$ cat src/rtl/pll_lock_sequencer.sv
// PLL reset/lock qualification sequencer in the CLKI domain.
// Optional RELOCK_CNT output enabled by defining PLL_RELOCK_COUNT_EN.
module pll_lock_sequencer #(
  parameter int RST_CYCLES    = 16,
  parameter int LOCK_TIMEOUT  = 25000,
  parameter int STABLE_CYCLES = 2500,
  parameter int MAX_RETRIES   = 3
) (
  input  logic       CLKI,
  input  logic       RSTN,
  input  logic       LOCKED,
  input  logic       RETRY,
  output logic       PLL_RST,
  output logic       SYS_RESETN,
  output logic       READY,
  output logic       FAULT,
`ifdef PLL_RELOCK_COUNT_EN
  output logic [7:0] RELOCK_CNT,
`endif
  output logic [2:0] STATE
);

  localparam int CMAX_A = (RST_CYCLES > LOCK_TIMEOUT)
                          ? RST_CYCLES : LOCK_TIMEOUT;
  localparam int CMAX   = (CMAX_A > STABLE_CYCLES)
                          ? CMAX_A : STABLE_CYCLES;
  localparam int CW     = $clog2(CMAX + 1);
  localparam int RW     = (MAX_RETRIES > 0)
                          ? $clog2(MAX_RETRIES + 1) : 1;

  typedef enum logic [2:0] {
    S_RESET_PLL = 3'd0,
    S_WAIT_LOCK = 3'd1,
    S_STABLE    = 3'd2,
    S_RUN       = 3'd3,
    S_FAULT     = 3'd4
  } state_t;

  state_t        state;
  state_t        nxt;
  logic [CW-1:0] cnt;
  logic [CW-1:0] cnt_nxt;
  logic [RW-1:0] retries;
  logic [RW-1:0] ret_nxt;
  logic          lock_s1;
  logic          lock_s;

  always_comb begin
    nxt     = state;
    cnt_nxt = cnt;
    ret_nxt = retries;
    unique case (state)
      S_RESET_PLL: begin
        if (cnt == CW'(RST_CYCLES - 1))
          nxt = S_WAIT_LOCK;
        else
          cnt_nxt = cnt + 1'b1;
      end
      S_WAIT_LOCK: begin
        if (lock_s) begin
          nxt = S_STABLE;
        end else if (cnt == CW'(LOCK_TIMEOUT - 1)) begin
          if (retries == RW'(MAX_RETRIES)) begin
            nxt = S_FAULT;
          end else begin
            ret_nxt = retries + 1'b1;
            nxt     = S_RESET_PLL;
          end
        end else begin
          cnt_nxt = cnt + 1'b1;
        end
      end
      S_STABLE: begin
        if (!lock_s) begin
          nxt = S_WAIT_LOCK;
        end else if (cnt == CW'(STABLE_CYCLES - 1)) begin
          nxt     = S_RUN;
          ret_nxt = '0;
        end else begin
          cnt_nxt = cnt + 1'b1;
        end
      end
      S_RUN: begin
        if (!lock_s)
          nxt = S_RESET_PLL;
      end
      S_FAULT: begin
        if (RETRY) begin
          nxt     = S_RESET_PLL;
          ret_nxt = '0;
        end
      end
      default: nxt = S_RESET_PLL;
    endcase
    // every state entry starts its own count from zero
    if (nxt != state)
      cnt_nxt = '0;
  end

  always_ff @(posedge CLKI or negedge RSTN) begin
    if (!RSTN) begin
      state      <= S_RESET_PLL;
      cnt        <= '0;
      retries    <= '0;
      lock_s1    <= 1'b0;
      lock_s     <= 1'b0;
      PLL_RST    <= 1'b1;
      SYS_RESETN <= 1'b0;
      READY      <= 1'b0;
      FAULT      <= 1'b0;
    end else begin
      state      <= nxt;
      cnt        <= cnt_nxt;
      retries    <= ret_nxt;
      lock_s1    <= LOCKED;
      lock_s     <= lock_s1;
      PLL_RST    <= (nxt == S_RESET_PLL) || (nxt == S_FAULT);
      SYS_RESETN <= (nxt == S_RUN);
      READY      <= (nxt == S_RUN);
      FAULT      <= (nxt == S_FAULT);
    end
  end

  assign STATE = state;

`ifdef PLL_RELOCK_COUNT_EN
  logic [7:0] relock;

  always_ff @(posedge CLKI or negedge RSTN) begin
    if (!RSTN)
      relock <= '0;
    else if (state == S_RUN && nxt == S_RESET_PLL
             && relock != 8'hFF)
      relock <= relock + 1'b1;
  end

  assign RELOCK_CNT = relock;
`endif

endmodule

$ cat config.mk
export PLATFORM = sky130hd
export DESIGN_NAME = pll_lock_sequencer
export DESIGN_NICKNAME = d
export VERILOG_FILES = /design/src/rtl/pll_lock_sequencer.sv
export SDC_FILE = /design/constraint.sdc
export NUM_CORES = 1
export LEC_CHECK = 0
export ABC_AREA = 1
export CORE_MARGIN = 4
export CORE_UTILIZATION = 57
export CTS_CLUSTER_SIZE = 25
export DETAILED_ROUTE_END_ITERATION = 6
export HOLD_SLACK_MARGIN = 0.12
export PLACE_DENSITY = 0.78
export SLEW_MARGIN = 20
export SYNTH_ARGS = -nofsm -noshare
export SYNTH_HDL_FRONTEND = slang
export SYNTH_SLANG_ARGS = --single-unit
$ cat constraint.sdc
create_clock -name CLKI -period 2.67 [get_ports CLKI]
set_clock_uncertainty 0.2 [all_clocks]
set_input_delay 0.534 -clock CLKI [delete_from_list [all_inputs] [get_ports CLKI]]
set_output_delay 0.534 -clock CLKI [all_outputs]
set_load 0.01 [all_outputs]
# Word-level counts from Yosys, hierarchy flattened
# Cells that the tools add are included.
dict set report totals {
  register_bits 25
  in_bits 4
  output_inout_bits 7
  word_cells 62
}
dict set report classes {
  n_addsub 2
  eq_ne 22
  muxes 23
  reduce_logical 7
}
# op count
set op_table {}
lappend op_table {{two-way mux 15 bit} 6}
lappend op_table {{case mux 15 bit (3 select lines)} 1}
lappend op_table {{two-way mux 3 bit} 8}
lappend op_table {{adder 15 x 1 -> 15 bit (second input constant)} 1}
lappend op_table {{== test 15 x 12 -> 1 bit (second input constant)} 1}
lappend op_table {{== test 15 bit (second input constant)} 1}
lappend op_table {{== test 15 x 4 -> 1 bit (second input constant)} 1}
lappend op_table {{inequality test 3 bit (second input constant)} 5}
lappend op_table {{case mux 3 bit (5 select lines)} 1}
lappend op_table {{two-way mux 2 bit} 6}
lappend op_table {{inequality test 2 bit (second input constant)} 6}
lappend op_table {{== test 3 x 2 -> 1 bit (second input constant)} 3}
lappend op_table {{AND reduction 7 bit} 1}
lappend op_table {{== test 3 bit (second input constant)} 2}
lappend op_table {{zero test 3 bit} 2}
lappend op_table {{case mux 2 bit (3 select lines)} 1}
lappend op_table {{AND reduction 6 bit} 1}
lappend op_table {{nonzero test 4 bit} 1}
lappend op_table {{== test 3 x 1 -> 1 bit (second input constant)} 1}
lappend op_table {{inequality test 3 bit} 1}
lappend op_table {{nonzero test 3 bit} 1}
lappend op_table {{adder 2 x 1 -> 2 bit (second input constant)} 1}
lappend op_table {{== test 2 bit (second input constant)} 1}
lappend op_table {{logical OR 1 bit} 1}

# Depth between registers and ports, before layout
dict set report depth {
  ltp_word 8
  depth_mapped 15
  mapped_depth_nobuf 14
}

# Least setup slack after synthesis
# No wires, ideal clock.
dict set report synth_timing {
  kind {register -> register}
  start {reg cnt[1]}
  end {reg cnt[3]}
  setup_time_ns 0.069
  t_arrival_ns 1.668
  required_ns 2.401
  path_slack_ns 0.733
  path_stages_with_launch 15
  n_path_buf 1
  period_less_slack_ns 1.937
  path_cell_list {dfrtp_1 -> ha_1 -> nand2_1 -> inv_1 -> nand2_1 -> nor2_2 -> nand2_1 -> nand2_1 -> nand3_2 -> nor2_2 -> o21ai_1 -> nor2_2 -> inv_2 -> buf_6 -> nor2_2}
}
dict set report synth_via {
  elab_chain_cells 7
  elab_cells_between_ends 25
  cone_classes {add/sub: 1; eq/ne: 9; mux: 13; reduce/logical: 2}
}
# item line_no
set synth_rtl {}
lappend synth_rtl {{start: declaration} 41} ;# logic [CW-1:0] cnt;
lappend synth_rtl {{start signal: assignment} 113} ;# cnt <= cnt_nxt;
lappend synth_rtl {{== test 15 x 12 -> 1 bit or == test 15 bit (tied branches)} {76, 62}}
lappend synth_rtl {{two-way mux 3 bit, on equally long branches} {76, 62}}
lappend synth_rtl {{two-way mux 3 bit, on equally long branches} {74, 60}}
lappend synth_rtl {{case mux 3 bit (5 select lines)} 52} ;# unique case (state)
lappend synth_rtl {{inequality test 3 bit} 96} ;# if (nxt != state)
lappend synth_rtl {{inequality test 3 bit (no line) or nonzero test 4 bit (tied branches)} --}
lappend synth_rtl {{AND reduction 6 bit (no line)} --}
# Parallel ways exist; a longest one is shown, timed or not. The select of a mux whose other input is x is not followed.
# A chain may end at the register's enable or synchronous reset.

# Worst setup path in the final report
dict set report layout_timing {
  start {reg cnt[1]}
  end {reg cnt[9]}
}
# The elaborated chain is that of the path after synthesis.

==> flow_summary.ini <==
[outcome]
outcome = finished, final reports clean

[sta]
relSlewSlack_pct = 70.6
post-route-min-period_ps = 2220
worstMarginPinSlew_ps = 438
rsz0062_at_grt = false
setup_viol = 0
fmax_ghz = 0.450
period_share_pct = 83.1
setup_tns_ps = 0
finalHoldViolCount = 0
slew_viol_final = 0

[clock_network]
cts-resized-gates = 0
cts_root_buffer = clkbuf_4
cts_setup_buffers = 0
cts-buffers-inserted = 3
clock-sinks = 25
cts_tree = yes
clockBufferDepth = 2
holdBufCountCts = 0
clkLatencyLatePin_ps = 330
path_clk_slew_ps = 140
cts.htree.levels = 1

[die]
die_w_um = 59.6
die_area_um2 = 3560
core_area_um2 = 2500
start_util_pct = 60.8
placementRows = 18
die_h_um = 59.6
ios = 11

[worst_hold_path]
min_delay_path_depth = 0
hold_path_startpoint = lock_s1
holdPathEnd = lock_s
hp-class = reg -> reg

[synth]
synth_mux_area_share_pct = 0.658
yosys.area_share.adder_pct = 1.65
synth_simple_gate_area_share_pct = 38.3
syn_avg_cell_area_um2 = 7.31
synthesis.instances = 208
synth_fp_nets = 214
ys_warn_count = 0
syn_area_um2 = 1520
synth_seq_cells = 25
synth-compound-area-share_pct = 2.96
synth_top_family_by_area = simple AND/OR/NAND/NOR gates
ys_seq_area_share_pct = 41.2
synthXorXnorAreaFrac_pct = 6.34
ys_types = 25

[critical_path]
rr_endpoint = cnt[9]
rr_startpoint = cnt[1]
critPathLaunchType = flop
criticalPathCategory = reg -> reg
end_kind = flop
path_cells = ha_1 > nand2_1 > inv_1 > nand2_1 > nor2_2 > nand2_1 > nand2_1 > nand3_2 > nor2_2 > o21ai_1 > nor2_2 > inv_2 > nor2_1
crit_fanout = 12
arrival_ps = 2280
required_ps = 2730
critPathBufInv = 2
max_stage_delay_ps = 410
reg2reg_slack_ps = 450
slowest_stage = dfrtp_1
cp_common_cell = nand2_1
r2r_cells = 13
critPathTopFamily = simple AND/OR/NAND/NOR gates

[global_route]
grt_overflow_total = 0
grt_pass1_wl_um = 5330
grt_pass1_vias = 1255
grtUsageTotal_pct = 19.6
grt_antenna_before_repair = 0
grt_max_degree = 26

[detailed_routing]
drt_iter0_drc = 76
vias_per_cell = 5.29
drc = 0
detail-route-antenna-nets = 0
totalWireLength_um = 3060
vias = 1329
first_pass_iters = 4
post_drt_wl_per_cell_um = 12.2

[power]
power_mw = 1.28
ir_drop_uv = 577
power_density_nw_per_um2 = 765
power_leakage_nw = 0.866

[final_layout]
diodes = 0
area_delta_synth_final_pct = 9.88
layout.nets = 228
drive_gt1_share_pct = 9.95
n_fill_cell = 229

[flow_run]
maxCapViolations = 0

[placement]
port_buffers = 10
hpwl_um = 2380
place.gp.congestion = 0.866
-- worst max path at each step --
| stage | cells past startpoint | to | slack [ps] | start |
|---|---|---|---|---|
| 4_1_cts | 13 | cnt[9] | 430 | cnt[1] |
| 5_1_grt | 13 | cnt[3] | 170 | cnt[1] |
| 3_5_place_dp | 7 | cnt[9] | 470 | RETRY |
| 6_report | 13 | cnt[9] | 450 | cnt[1] |
| 2_1_floorplan | 14 | cnt[3] | 730 | cnt[1] |
| 3_3_place_gp | 7 | cnt[9] | 480 | RETRY |
-- area by class of cell --
type	instances	area [um^2]	area share, %
clock buffer	3	22.5	1.35
inverter	28	105	6.29
sequential	25	627	37.5
multi-input combinational	152	758	45.4
clock inverter	1	5.00	0.300
timing repair buffer	12	115	6.89
tap	30	37.5	2.25
-- routing by layer --
layer / vias to the layer above / share of wire, % / global-route usage [%]
met5: - / 0 / 0
met4: 0 / 2.0 / 8.86
met3: 8 / 5.1 / 2.61
met2: 38 / 46 / 31.3
met1: 608 / 47 / 26.3
li1: 675 / - / -
-- through the flow --
stage | util (%) | cell area, um^2 | hold WS [ps] | worst slack (ps) | instances
2_1_floorplan | - | 1520 | 38.4 | 733 | 208
3_3_place_gp | 65.7 | 1640 | 134 | 483 | 247
3_5_place_dp | 65.7 | 1640 | 136 | 467 | 247
4_1_cts | 66.8 | 1670 | 169 | 431 | 251
5_1_grt | 66.8 | 1670 | 193 | 165 | 251
6_report | 66.8 | 1670 | 167 | 450 | 251
-- worst reg2reg max path, cell delays in order, from the launching register on --
cell	delay (ps)
dfrtp_1	410
ha_1	260
nand2_1	70
inv_1	50
nand2_1	70
nor2_2	140
nand2_1	90
nand2_1	80
nand3_2	60
nor2_2	160
o21ai_1	100
nor2_2	180
inv_2	160
nor2_1	130
-- registers in the layout (all words and copies together) (netlist names) --
| signal | flops |
|---|---|
| FAULT | 1 |
| retries | 2 |
| PLL_RST | 1 |
| lock_s1 | 1 |
| cnt | 15 |
| READY | 1 |
| STATE | 3 |
| lock_s | 1 |
-- kinds of logic (layout without fill, tap and decap cells) --
family	count (synthesis)	in the layout
simple gates	130	130
compound gates	8	8
buf+inv	31	44
mux	1	1
flops	25	25
xor+xnor	11	11
fa+ha+maj	2	2
-- report_power, final --
part	switching [mW]	total (mW)	internal, mW
Clock	0.113	0.169	0.0562
Sequential	0.0758	0.527	0.451
Combinational	0.370	0.581	0.211
Total	0.558	1.28	0.719
-- Yosys cell counts --
cell | count | area, um^2
buf_4 | 1 | 7.51
nand4_1 | 8 | 50.1
inv_1 | 26 | 97.6
nor2_4 | 1 | 11.3
ha_1 | 2 | 25.0
nand2_1 | 47 | 176
nand3_1 | 16 | 80.1
o21ai_0 | 3 | 15.0
a21oi_1 | 2 | 10.0
xor2_1 | 11 | 96.3
nor3_1 | 4 | 20.0
nor3b_1 | 1 | 7.51
inv_2 | 2 | 7.51
a21o_1 | 1 | 7.51
or2_2 | 1 | 6.26
nand3_2 | 1 | 10.0
dfstp_2 | 1 | 26.3
buf_6 | 2 | 22.5
mux2i_1 | 1 | 10.0
o21bai_1 | 1 | 7.51
o21ai_1 | 1 | 5.00
nor3_2 | 1 | 10.0
nor2_2 | 9 | 56.3
nor2_1 | 41 | 154
dfrtp_1 | 24 | 601
-- placed cells by master, fill, tap and decap left out, types with 2 or more instances in the layout --
master,count
o21ai_0,3
nand4_1,8
ha_1,2
buf_4,2
nor2_1,41
nor3_1,4
a21oi_1,2
dfrtp_1,24
xor2_1,11
clkdlybuf4s50_1,10
inv_1,26
nand2_1,47
clkbuf_4,3
inv_2,2
nand3_1,16
nor2_2,9
Power figures use the tool's default switching activity.
